[config.mk]
export PLATFORM = sky130hd
export DESIGN_NAME = saph_shape_assembler
export DESIGN_NICKNAME = d
export VERILOG_FILES = /design/src/rtl/saph_shape_assembler_pkg.sv /design/src/rtl/saph_shape_assembler_outreg.sv /design/src/rtl/saph_shape_assembler.sv
export SDC_FILE = /design/constraint.sdc
export NUM_CORES = 1
export LEC_CHECK = 0
export BUFFER_PORTS_ARGS = -buffer_cell sky130_fd_sc_hd__buf_2
export CAP_MARGIN = 10
export CORE_MARGIN = 10
export CORE_UTILIZATION = 30
export DETAILED_ROUTE_END_ITERATION = 8
export GPL_TIMING_DRIVEN = 0
export PLACE_DENSITY = 0.58
export SLEW_MARGIN = 15
export SYNTH_ARGS = -nofsm -noshare
export SYNTH_HDL_FRONTEND = slang
export SYNTH_SLANG_ARGS = --single-unit
[constraint.sdc]
create_clock -name clk -period 9.5 [get_ports clk]
set_input_delay 1.9 -clock clk [delete_from_list [all_inputs] [get_ports clk]]
set_output_delay 1.9 -clock clk [all_outputs]
set_load 0.01 [all_outputs]
[src/rtl/saph_shape_assembler_pkg.sv]
// Shared types for the shape assembler: vertex payload, shape type codes,
// batch FSM states and the per-type vertex count.
package saph_shape_assembler_pkg;

  localparam int unsigned COORD_W = 16;

  typedef struct packed {
    logic [COORD_W-1:0] x;
    logic [COORD_W-1:0] y;
    logic [COORD_W-1:0] attr;
  } vertex_t;

  localparam int unsigned VTX_W = $bits(vertex_t);

  typedef enum logic [1:0] {
    SHAPE_LINE = 2'd0,
    SHAPE_TRI  = 2'd1,
    SHAPE_RECT = 2'd2,
    SHAPE_RSVD = 2'd3
  } shape_type_e;

  typedef enum logic {
    ST_IDLE    = 1'b0,
    ST_COLLECT = 1'b1
  } batch_state_e;

  // Vertices per primitive; reserved type never forms a primitive.
  function automatic logic [1:0] shape_vtx_count(input shape_type_e t);
    case (t)
      SHAPE_TRI:              return 2'd3;
      SHAPE_LINE, SHAPE_RECT: return 2'd2;
      default:                return 2'd0;
    endcase
  endfunction

endpackage

[src/rtl/saph_shape_assembler_outreg.sv]
// One-entry shape holding register feeding the rasterizer.
// Ports: load_i/type_i/shape_i load a new shape (takes priority over a
// same-cycle transfer); out_ready_i is the rasterizer ready; trig_o/type_o/
// shape_o are the held shape; xfer_o flags a transfer this cycle.
module saph_shape_assembler_outreg
  import saph_shape_assembler_pkg::*;
(
  input  logic              clk,
  input  logic              rst,
  input  logic              load_i,
  input  shape_type_e       type_i,
  input  vertex_t     [3:0] shape_i,
  input  logic              out_ready_i,
  output logic              trig_o,
  output shape_type_e       type_o,
  output vertex_t     [3:0] shape_o,
  output logic              xfer_o
);

  logic              trig_q, trig_d;
  shape_type_e       type_q, type_d;
  vertex_t     [3:0] shape_q, shape_d;

  assign xfer_o  = trig_q & out_ready_i;
  assign trig_o  = trig_q;
  assign type_o  = type_q;
  assign shape_o = shape_q;

  // Hold until transfer; a load in the transfer cycle keeps trig asserted.
  always_comb begin
    trig_d  = trig_q;
    type_d  = type_q;
    shape_d = shape_q;
    if (xfer_o) trig_d = 1'b0;
    if (load_i) begin
      trig_d  = 1'b1;
      type_d  = type_i;
      shape_d = shape_i;
    end
  end

  always_ff @(posedge clk or posedge rst) begin
    if (rst) begin
      trig_q  <= 1'b0;
      type_q  <= SHAPE_LINE;
      shape_q <= '0;
    end else begin
      trig_q  <= trig_d;
      type_q  <= type_d;
      shape_q <= shape_d;
    end
  end

endmodule

[src/rtl/saph_shape_assembler.sv]
// Vertex-stream front end: groups vertices into line/tri/rect primitives
// (list or strip) and hands them to the rasterizer through a one-entry
// output register.
// Ports: in_valid/in_ready/in_vtx/in_type/in_strip/in_last vertex input;
// out_trig/out_type/out_shape/out_ready shape output; stat_prims/stat_drop
// wrapping statistics; err_type sticky reserved-type flag.
module saph_shape_assembler
  import saph_shape_assembler_pkg::*;
#(
  parameter bit          enable_strip = 1'b1,
  parameter int unsigned stat_width   = 16
) (
  input  logic                  clk,
  input  logic                  rst,
  input  logic                  in_valid,
  output logic                  in_ready,
  input  vertex_t               in_vtx,
  input  logic [1:0]            in_type,
  input  logic                  in_strip,
  input  logic                  in_last,
  output logic                  out_trig,
  output logic [1:0]            out_type,
  output vertex_t [3:0]         out_shape,
  input  logic                  out_ready,
  output logic [stat_width-1:0] stat_prims,
  output logic [stat_width-1:0] stat_drop,
  output logic                  err_type
);

  batch_state_e          state_q, state_d;
  shape_type_e           type_q, type_d;
  logic                  strip_q, strip_d;
  logic [1:0]            count_q, count_d;
  logic                  parity_q, parity_d;
  vertex_t [1:0]         win_q, win_d;
  logic [stat_width-1:0] prims_q, prims_d;
  logic [stat_width-1:0] drop_q, drop_d;
  logic                  err_q, err_d;

  shape_type_e   cur_type_c;
  logic          cur_strip_c;
  logic [1:0]    need_c;
  logic          rsvd_c;
  logic          completes_c;
  logic          accept_c;
  logic          load_c;
  vertex_t [3:0] new_shape_c;
  logic [1:0]    drop_inc_c;
  logic          xfer_c;
  shape_type_e   out_type_e;

  // Type/strip come from the inputs on the first vertex, else from the batch latch.
  assign cur_type_c  = (state_q == ST_IDLE) ? shape_type_e'(in_type) : type_q;
  assign cur_strip_c = ((state_q == ST_IDLE) ? (enable_strip && in_strip) : strip_q)
                       && (cur_type_c != SHAPE_RECT);
  assign need_c      = shape_vtx_count(cur_type_c);
  assign rsvd_c      = (cur_type_c == SHAPE_RSVD);
  assign completes_c = !rsvd_c && (count_q == need_c - 2'd1);

  // Only a completing vertex needs a free output slot.
  assign in_ready = !rst && !(out_trig && !out_ready && completes_c);
  assign accept_c = in_valid && in_ready;

  always_comb begin
    state_d     = state_q;
    type_d      = type_q;
    strip_d     = strip_q;
    count_d     = count_q;
    parity_d    = parity_q;
    win_d       = win_q;
    err_d       = err_q;
    load_c      = 1'b0;
    new_shape_c = '0;
    drop_inc_c  = 2'd0;
    if (accept_c) begin
      if (state_q == ST_IDLE) begin
        state_d = ST_COLLECT;
        type_d  = cur_type_c;
        strip_d = cur_strip_c;
      end
      if (rsvd_c) begin
        drop_inc_c = 2'd1;
        err_d      = 1'b1;
      end else if (completes_c) begin
        load_c = 1'b1;
        if (cur_type_c == SHAPE_TRI) begin
          // Odd strip triangles swap the first two slots to keep winding.
          new_shape_c[0] = (cur_strip_c && parity_q) ? win_q[1] : win_q[0];
          new_shape_c[1] = (cur_strip_c && parity_q) ? win_q[0] : win_q[1];
          new_shape_c[2] = in_vtx;
        end else begin
          new_shape_c[0] = win_q[0];
          new_shape_c[1] = in_vtx;
        end
        if (cur_strip_c) begin
          // Slide the window; count stays at k-1 so every vertex completes.
          if (cur_type_c == SHAPE_TRI) begin
            win_d[0] = win_q[1];
            win_d[1] = in_vtx;
            parity_d = !parity_q;
          end else begin
            win_d[0] = in_vtx;
          end
        end else begin
          count_d = 2'd0;
        end
      end else begin
        win_d[count_q[0]] = in_vtx;
        count_d           = count_q + 2'd1;
        if (in_last) drop_inc_c = count_q + 2'd1;
      end
      if (in_last) begin
        state_d  = ST_IDLE;
        count_d  = 2'd0;
        parity_d = 1'b0;
      end
    end
  end

  assign prims_d = prims_q + stat_width'(xfer_c);
  assign drop_d  = drop_q + stat_width'(drop_inc_c);

  always_ff @(posedge clk or posedge rst) begin
    if (rst) begin
      state_q  <= ST_IDLE;
      type_q   <= SHAPE_LINE;
      strip_q  <= 1'b0;
      count_q  <= 2'd0;
      parity_q <= 1'b0;
      win_q    <= '0;
      prims_q  <= '0;
      drop_q   <= '0;
      err_q    <= 1'b0;
    end else begin
      state_q  <= state_d;
      type_q   <= type_d;
      strip_q  <= strip_d;
      count_q  <= count_d;
      parity_q <= parity_d;
      win_q    <= win_d;
      prims_q  <= prims_d;
      drop_q   <= drop_d;
      err_q    <= err_d;
    end
  end

  saph_shape_assembler_outreg u_outreg (
    .clk         (clk),
    .rst         (rst),
    .load_i      (load_c),
    .type_i      (cur_type_c),
    .shape_i     (new_shape_c),
    .out_ready_i (out_ready),
    .trig_o      (out_trig),
    .type_o      (out_type_e),
    .shape_o     (out_shape),
    .xfer_o      (xfer_c)
  );

  assign out_type   = out_type_e;
  assign stat_prims = prims_q;
  assign stat_drop  = drop_q;
  assign err_type   = err_q;

endmodule

==> results of run 1 <==
[sequential cells by signal, indices dropped and copies added, names as in the netlist, 2 cells and up]
signal / cells
count_q: 2
stat_drop: 16
stat_prims: 16
type_q: 2
u_outreg.shape_o: 144
u_outreg.type_o: 2
win_q: 96
[path summary, 6_finish.rpt]
kind                                   endpoint  slack, ns  cells after the start
min                              stat_prims[15]       0.47                      1
max                                    in_ready       4.65                      6
max in group asynchronous  u_outreg.shape_o[68]       6.75                      6
min in group asynchronous             type_q[0]       1.46                      2
min reg2reg                      stat_prims[15]       0.47                      1
max reg2reg                        stat_drop[6]       6.19                     13
[where the power goes]
part	internal, mW	switching, mW	total [mW]
Clock	0.885	0.556	1.44
Sequential	1.70	0.351	2.05
Combinational	0.769	0.961	1.73
[cell type report]
type	count	area, µm²	area share (%)
plain buffers	137	742	4.45
multi-input cells	772	5460	32.7
flip-flops and latches	283	7080	42.5
clock inverters	15	178	1.07
inverters	8	33.8	0.203
well taps	585	732	4.39
clock buffers	50	1080	6.51
repair buffers	245	1360	8.17
[worst max-delay path: cells and delay by family]
family,cells,cell delay (ns)
AO/OA/AOI/OAI,1,0.12
buffers and inverters,3,0.47
AND/OR/NAND/NOR,2,0.47
[through the flow]
stage	worst slack (ns)	utilization [%]
5_1_grt	4.56	38.6
2_1_floorplan	1.82	-
4_1_cts	4.63	38.6
3_3_place_gp	-0.761	35.3
6_report	4.65	38.6
3_5_place_dp	4.55	35.7
[layer usage]
metal  vias to the layer above  share of wire (%)
li1                       4742                  -
met1                      5228                 44
met2                       333                 46
met3                        56                8.8
met4                         2                2.1
met5                         -              0.023
[Yosys cell counts, types with 3 or more instances]
library cell / number
dfrtp_1: 283
a21oi_1: 10
mux2i_1: 49
and3_1: 5
inv_1: 8
o21ai_0: 53
nand2_1: 114
buf_2: 14
nor2b_1: 4
ha_1: 4
nand2b_1: 5
buf_1: 6
nand4_1: 8
buf_6: 3
nor2_1: 60
xor2_1: 6
a22o_1: 97
a311oi_1: 48
buf_4: 50
nand3_1: 65
clkbuf_1: 64
mux2_2: 79
a21o_1: 49
xnor2_1: 22
mux2_4: 21
[cells by family after synthesis]
kind of cell	Yosys count	synth area share [%]
buffers and inverters	145	5.88
AOI/OAI and AO/OA	268	15.6
other	1	0.0285
adders and majority gates	5	0.533
and+or+nand+nor	274	9.28
DFF	283	53.9
xor gates and xnor gates	28	1.87
muxes	149	12.9
==> qor.yml, run 1 <==
synthesis:
  yosysTopAreaCellShare_pct: 53.9
  ys_seq_area_share_pct: 53.9
  synthArstFlopShare_pct: 100
  synth.cell_area_um2: 13100
  syn_avg_cell_area_um2: 11.4
  synthFlopType: "dfrtp_1"
  yosysWarnings: 0
  synth_area_leaders: "dfrtp_1, mux2_2, a22o_1, mux2i_1, nand2_1"
  ys_ff_latch: 283
  synth_edf_count: 0
  syn-instance-count: 1153
  yosys.cell_types.count: 47
  yosysTopAreaCell: "dfrtp_1"
final_layout:
  design_area_um2: 16700
  nNetsFinal: 1544
  diodes: 0
  layout_common_cells: "dfrtp_1, buf_2, nand2_1"
  nFillCells: 4273
  final_cells: 2095
  areaGrowthSynthToFinish_pct: 26.9
  mostFrequentLayoutCell: "dfrtp_1"
  drive_above_1_share_pct: 31.9
setup_path:
  cp.required_ns: 7.60
  path_cells: "buf_2 > or3b_1 > buf_2 > nand3_1 > a31oi_1 > buf_2"
  crit_path_start: "in_type[1]"
  slowest_stage: "or3b_1"
  r2r-start: "state_q"
  worstPathMaxFanout: 6
  crit_arrival_ns: 2.95
  worst_setup_path_end_kind: "primary output"
  critPathLaunchType: "input pin"
  critPathMostFrequentCell: "buf_2"
  crit_type: "input pin to primary output"
  slowest_delay_ns: 0.34
grt:
  grt_start_max_net_pins: 35
  grt_use_total_pct: 16.4
  grt_use_met1_pct: 21.1
  antenna_found_initial: 1
  grt_pass1_vias: 10728
  met3_usage_pct: 5.92
  use_met2_pct: 25.4
  grt_pass1_wl_um: 67600
  gr-total-overflow: 0
  top_usage_layer: "met2"
floorplanning:
  core_um2: 43200
  start_util_pct: 30.4
  die_area_um2: 52600
  rows: 76
  die_h_um: 229
  die_w_um: 229
  pin_count: 285
sta:
  tightest_slew_ns: 0.872
  fin_setup_tns_ns: 0
  fmax_mhz: 206
  rsz0062_at_grt: "false"
  finalClockSkew_ns: 0.0157
  finalCriticalPeriod_ns: 4.85
  report.final.slew_viol_count: 0
  relSlewSlack_pct: 41.9
  fin_crit_sh_pct: 51.1
  setup_viol: 0
  hold_viol_final: 0
  fin_hold_ws_ns: 0.466
clocking:
  cts_tree: "yes"
  h-tree-depth: 2
  clockBufferDepth: 3
  cts_hold_buf: 0
  cts_made_buffers: 36
  clkSinkCount: 283
  root_buffer: "clkbuf_16"
  cts_setup_buffers: 0
  clkTransAtPathRegs_ns: 0.06
  insertion_delay_ns: 0.54
  cts_resized: 0
power:
  power_density_nw_per_um2: 313
  total_power_mw: 5.22
  vdd_drop_max_uv: 148
  p_leak_nw: 8.69
placement:
  placed_area_um2: 15400
  hpwl_um: 32200
  dp_cells: 2030
  port_buffers: 236
  gp_congestion: 0.794
drt:
  dr.pass1.iters: 5
  wl_per_cell_um: 21.1
  vias: 10361
  viasPerCell: 4.95
  drtIter0Drc: 694
  drc: 0
  wl_um: 44300
  drtAntennaViolNets: 0
run:
  cap_violations: 0
worst_hold_path:
  min_from: "stat_prims[15]"
  hp-class: "flip-flop to flip-flop"
run_status:
  status: "finished clean"
(Power assumes the default switching activity.)
==> inputs of run 2 (changes only) <==
Settings changed: PLACE_DENSITY 0.58 to 0.56.
Clock period 9.5 ns to 5.1 ns, I/O delays scaled along.
==> run 2 against run 1 <==
Compared with the run above: sequential cell count did not move; die area stayed put; utilization decreased by 0.14 points; critical endpoint is now stat_drop[6]; largest cell class unchanged.
==> qor.yml, run 2 (synthesis gave the netlist of run 1 again) <==
clocking:
  clockBufferDepth: 3
  cts_hold_buf: 0
  clkTransAtPathRegs_ns: 0.06
  cts_tree: "yes"
  root_buffer: "clkbuf_16"
  cts_resized: 0
  clkSinkCount: 283
  insertion_delay_ns: 0.55
  h-tree-depth: 2
  cts_made_buffers: 35
  cts_setup_buffers: 0
final_layout:
  mostFrequentLayoutCell: "dfrtp_1"
  nNetsFinal: 1543
  nFillCells: 4341
  layout_common_cells: "dfrtp_1, buf_2, nand2_1"
  areaGrowthSynthToFinish_pct: 26.5
  drive_above_1_share_pct: 31.5
  largest_reg_flops: 144
  final_cells: 2090
setup_path:
  crit_arrival_ns: 3.86
  worstPathMaxFanout: 10
  critPathLaunchType: "input pin"
  r2r_slack_ns: 1.83
  cp.required_ns: 5.51
  crit_type: "input pin to flip-flop"
  worst_setup_path_end_kind: "flip-flop"
grt:
  gr-total-overflow: 0
  top_usage_layer: "met2"
  grt_pass1_vias: 10657
  use_met2_pct: 26.1
  grt_use_total_pct: 16.6
  met3_usage_pct: 4.45
  grt_start_max_net_pins: 37
  grt_use_met1_pct: 22.0
  antenna_found_initial: 3
  grt_pass1_wl_um: 68000
floorplanning:
  die_area_um2: 52600
  pin_count: 285
  rows: 76
  die_h_um: 229
  start_util_pct: 30.4
  die_w_um: 229
  core_um2: 43200
sta:
  fmax_mhz: 290
  finalCriticalPeriod_ns: 3.45
  hold_viol_final: 0
  fin_setup_tns_ns: 0
  rsz0062_at_grt: "false"
  relSlewSlack_pct: 40.1
  fin_hold_ws_ns: 0.468
  tightest_slew_ns: 0.899
  setup_viol: 0
  final.setup.worst_slack_ns: 1.65
  finalClockSkew_ns: 0.0256
  report.final.slew_viol_count: 0
  fin_crit_sh_pct: 67.6
run_status:
  status: "finished clean"
drt:
  drtAntennaViolNets: 0
  drtIter0Drc: 582
  dr.pass1.iters: 5
  wl_um: 44800
  vias: 10321
  viasPerCell: 4.94
  wl_per_cell_um: 21.4
  drc: 0
placement:
  dp_cells: 2030
  port_buffers: 236
  place_ws_ns: 1.07
  hpwl_um: 32500
  gp_congestion: 0.778
power:
  p_leak_nw: 8.66
  vdd_drop_max_uv: 275
  power_density_nw_per_um2: 579
worst_hold_path:
  hp-class: "flip-flop to flip-flop"
run:
  cap_violations: 0
-- run 2: cell types whose count changed in the layout (fill, tap and decap cells not counted), moves of 2 or more --
cell and delta:
clkbuf_8 -4, inv_6 -4, clkbuf_1 +3, buf_16 +2, clkbuf_16 -2, buf_12 -2, clkinvlp_4 -2
-- run 2: worst paths after layout --
check | depth (start not counted) | to | start
worst max-delay path | 14 | stat_drop[6] | in_type[1]
worst min-delay path | 1 | err_type | err_type
worst max register to register | 13 | stat_drop[6] | state_q
worst min register to register | 1 | err_type | err_type
max in group asynchronous | 5 | u_outreg.shape_o[24] | rst
min in group asynchronous | 2 | u_outreg.type_o[1] | rst
-- run 2: cell type report --
type	instances	area, µm²	share of cell area (%)
Tap cell	585	732	4.41
Inverter	8	33.8	0.203
Buffer	137	752	4.53
Multi-Input combinational cell	772	5460	32.9
Antenna cell	1	2.50	0.0151
Clock inverter	12	189	1.14
Timing Repair Buffer	245	1380	8.29
Sequential cell	283	7080	42.6
Clock buffer	47	981	5.91
-- run 2: worst max-delay path, cell delays in order --
cell     delay, ns
buf_2         0.13
or3b_1        0.33
buf_2         0.16
nand2_1       0.09
buf_2         0.29
buf_1         0.53
a21oi_1       0.18
a21oi_1       0.18
nor2_1        0.08
ha_1          0.19
inv_1         0.08
fa_2          0.25
and3b_1       0.20
xor2_1        0.14
-- run 2: through the flow --
stage	power (mW)	utilization, %	cell area [µm²]
after detailed placement	7.11	35.8	15400
after global routing	10.3	38.5	16600
final	9.63	38.5	16600
after CTS	9.74	38.5	16600
after global placement	7.01	35.3	15200
after floorplan	5.69	-	13300
-- run 2: report_power, final --
| part | leakage, nW | internal, mW | switching [mW] |
|---|---|---|---|
| logic | 4.46 | 1.43 | 1.80 |
| registers | 3.61 | 3.17 | 0.654 |
| clock network | 0.578 | 1.56 | 1.01 |
-- run 2: routing by layer --
metal  vias up  part of all wire, %
met4         2                  2.3
li1       4731                    -
met3        61                  7.0
met1      5180                   45
met5         -                0.029
met2       347                   45
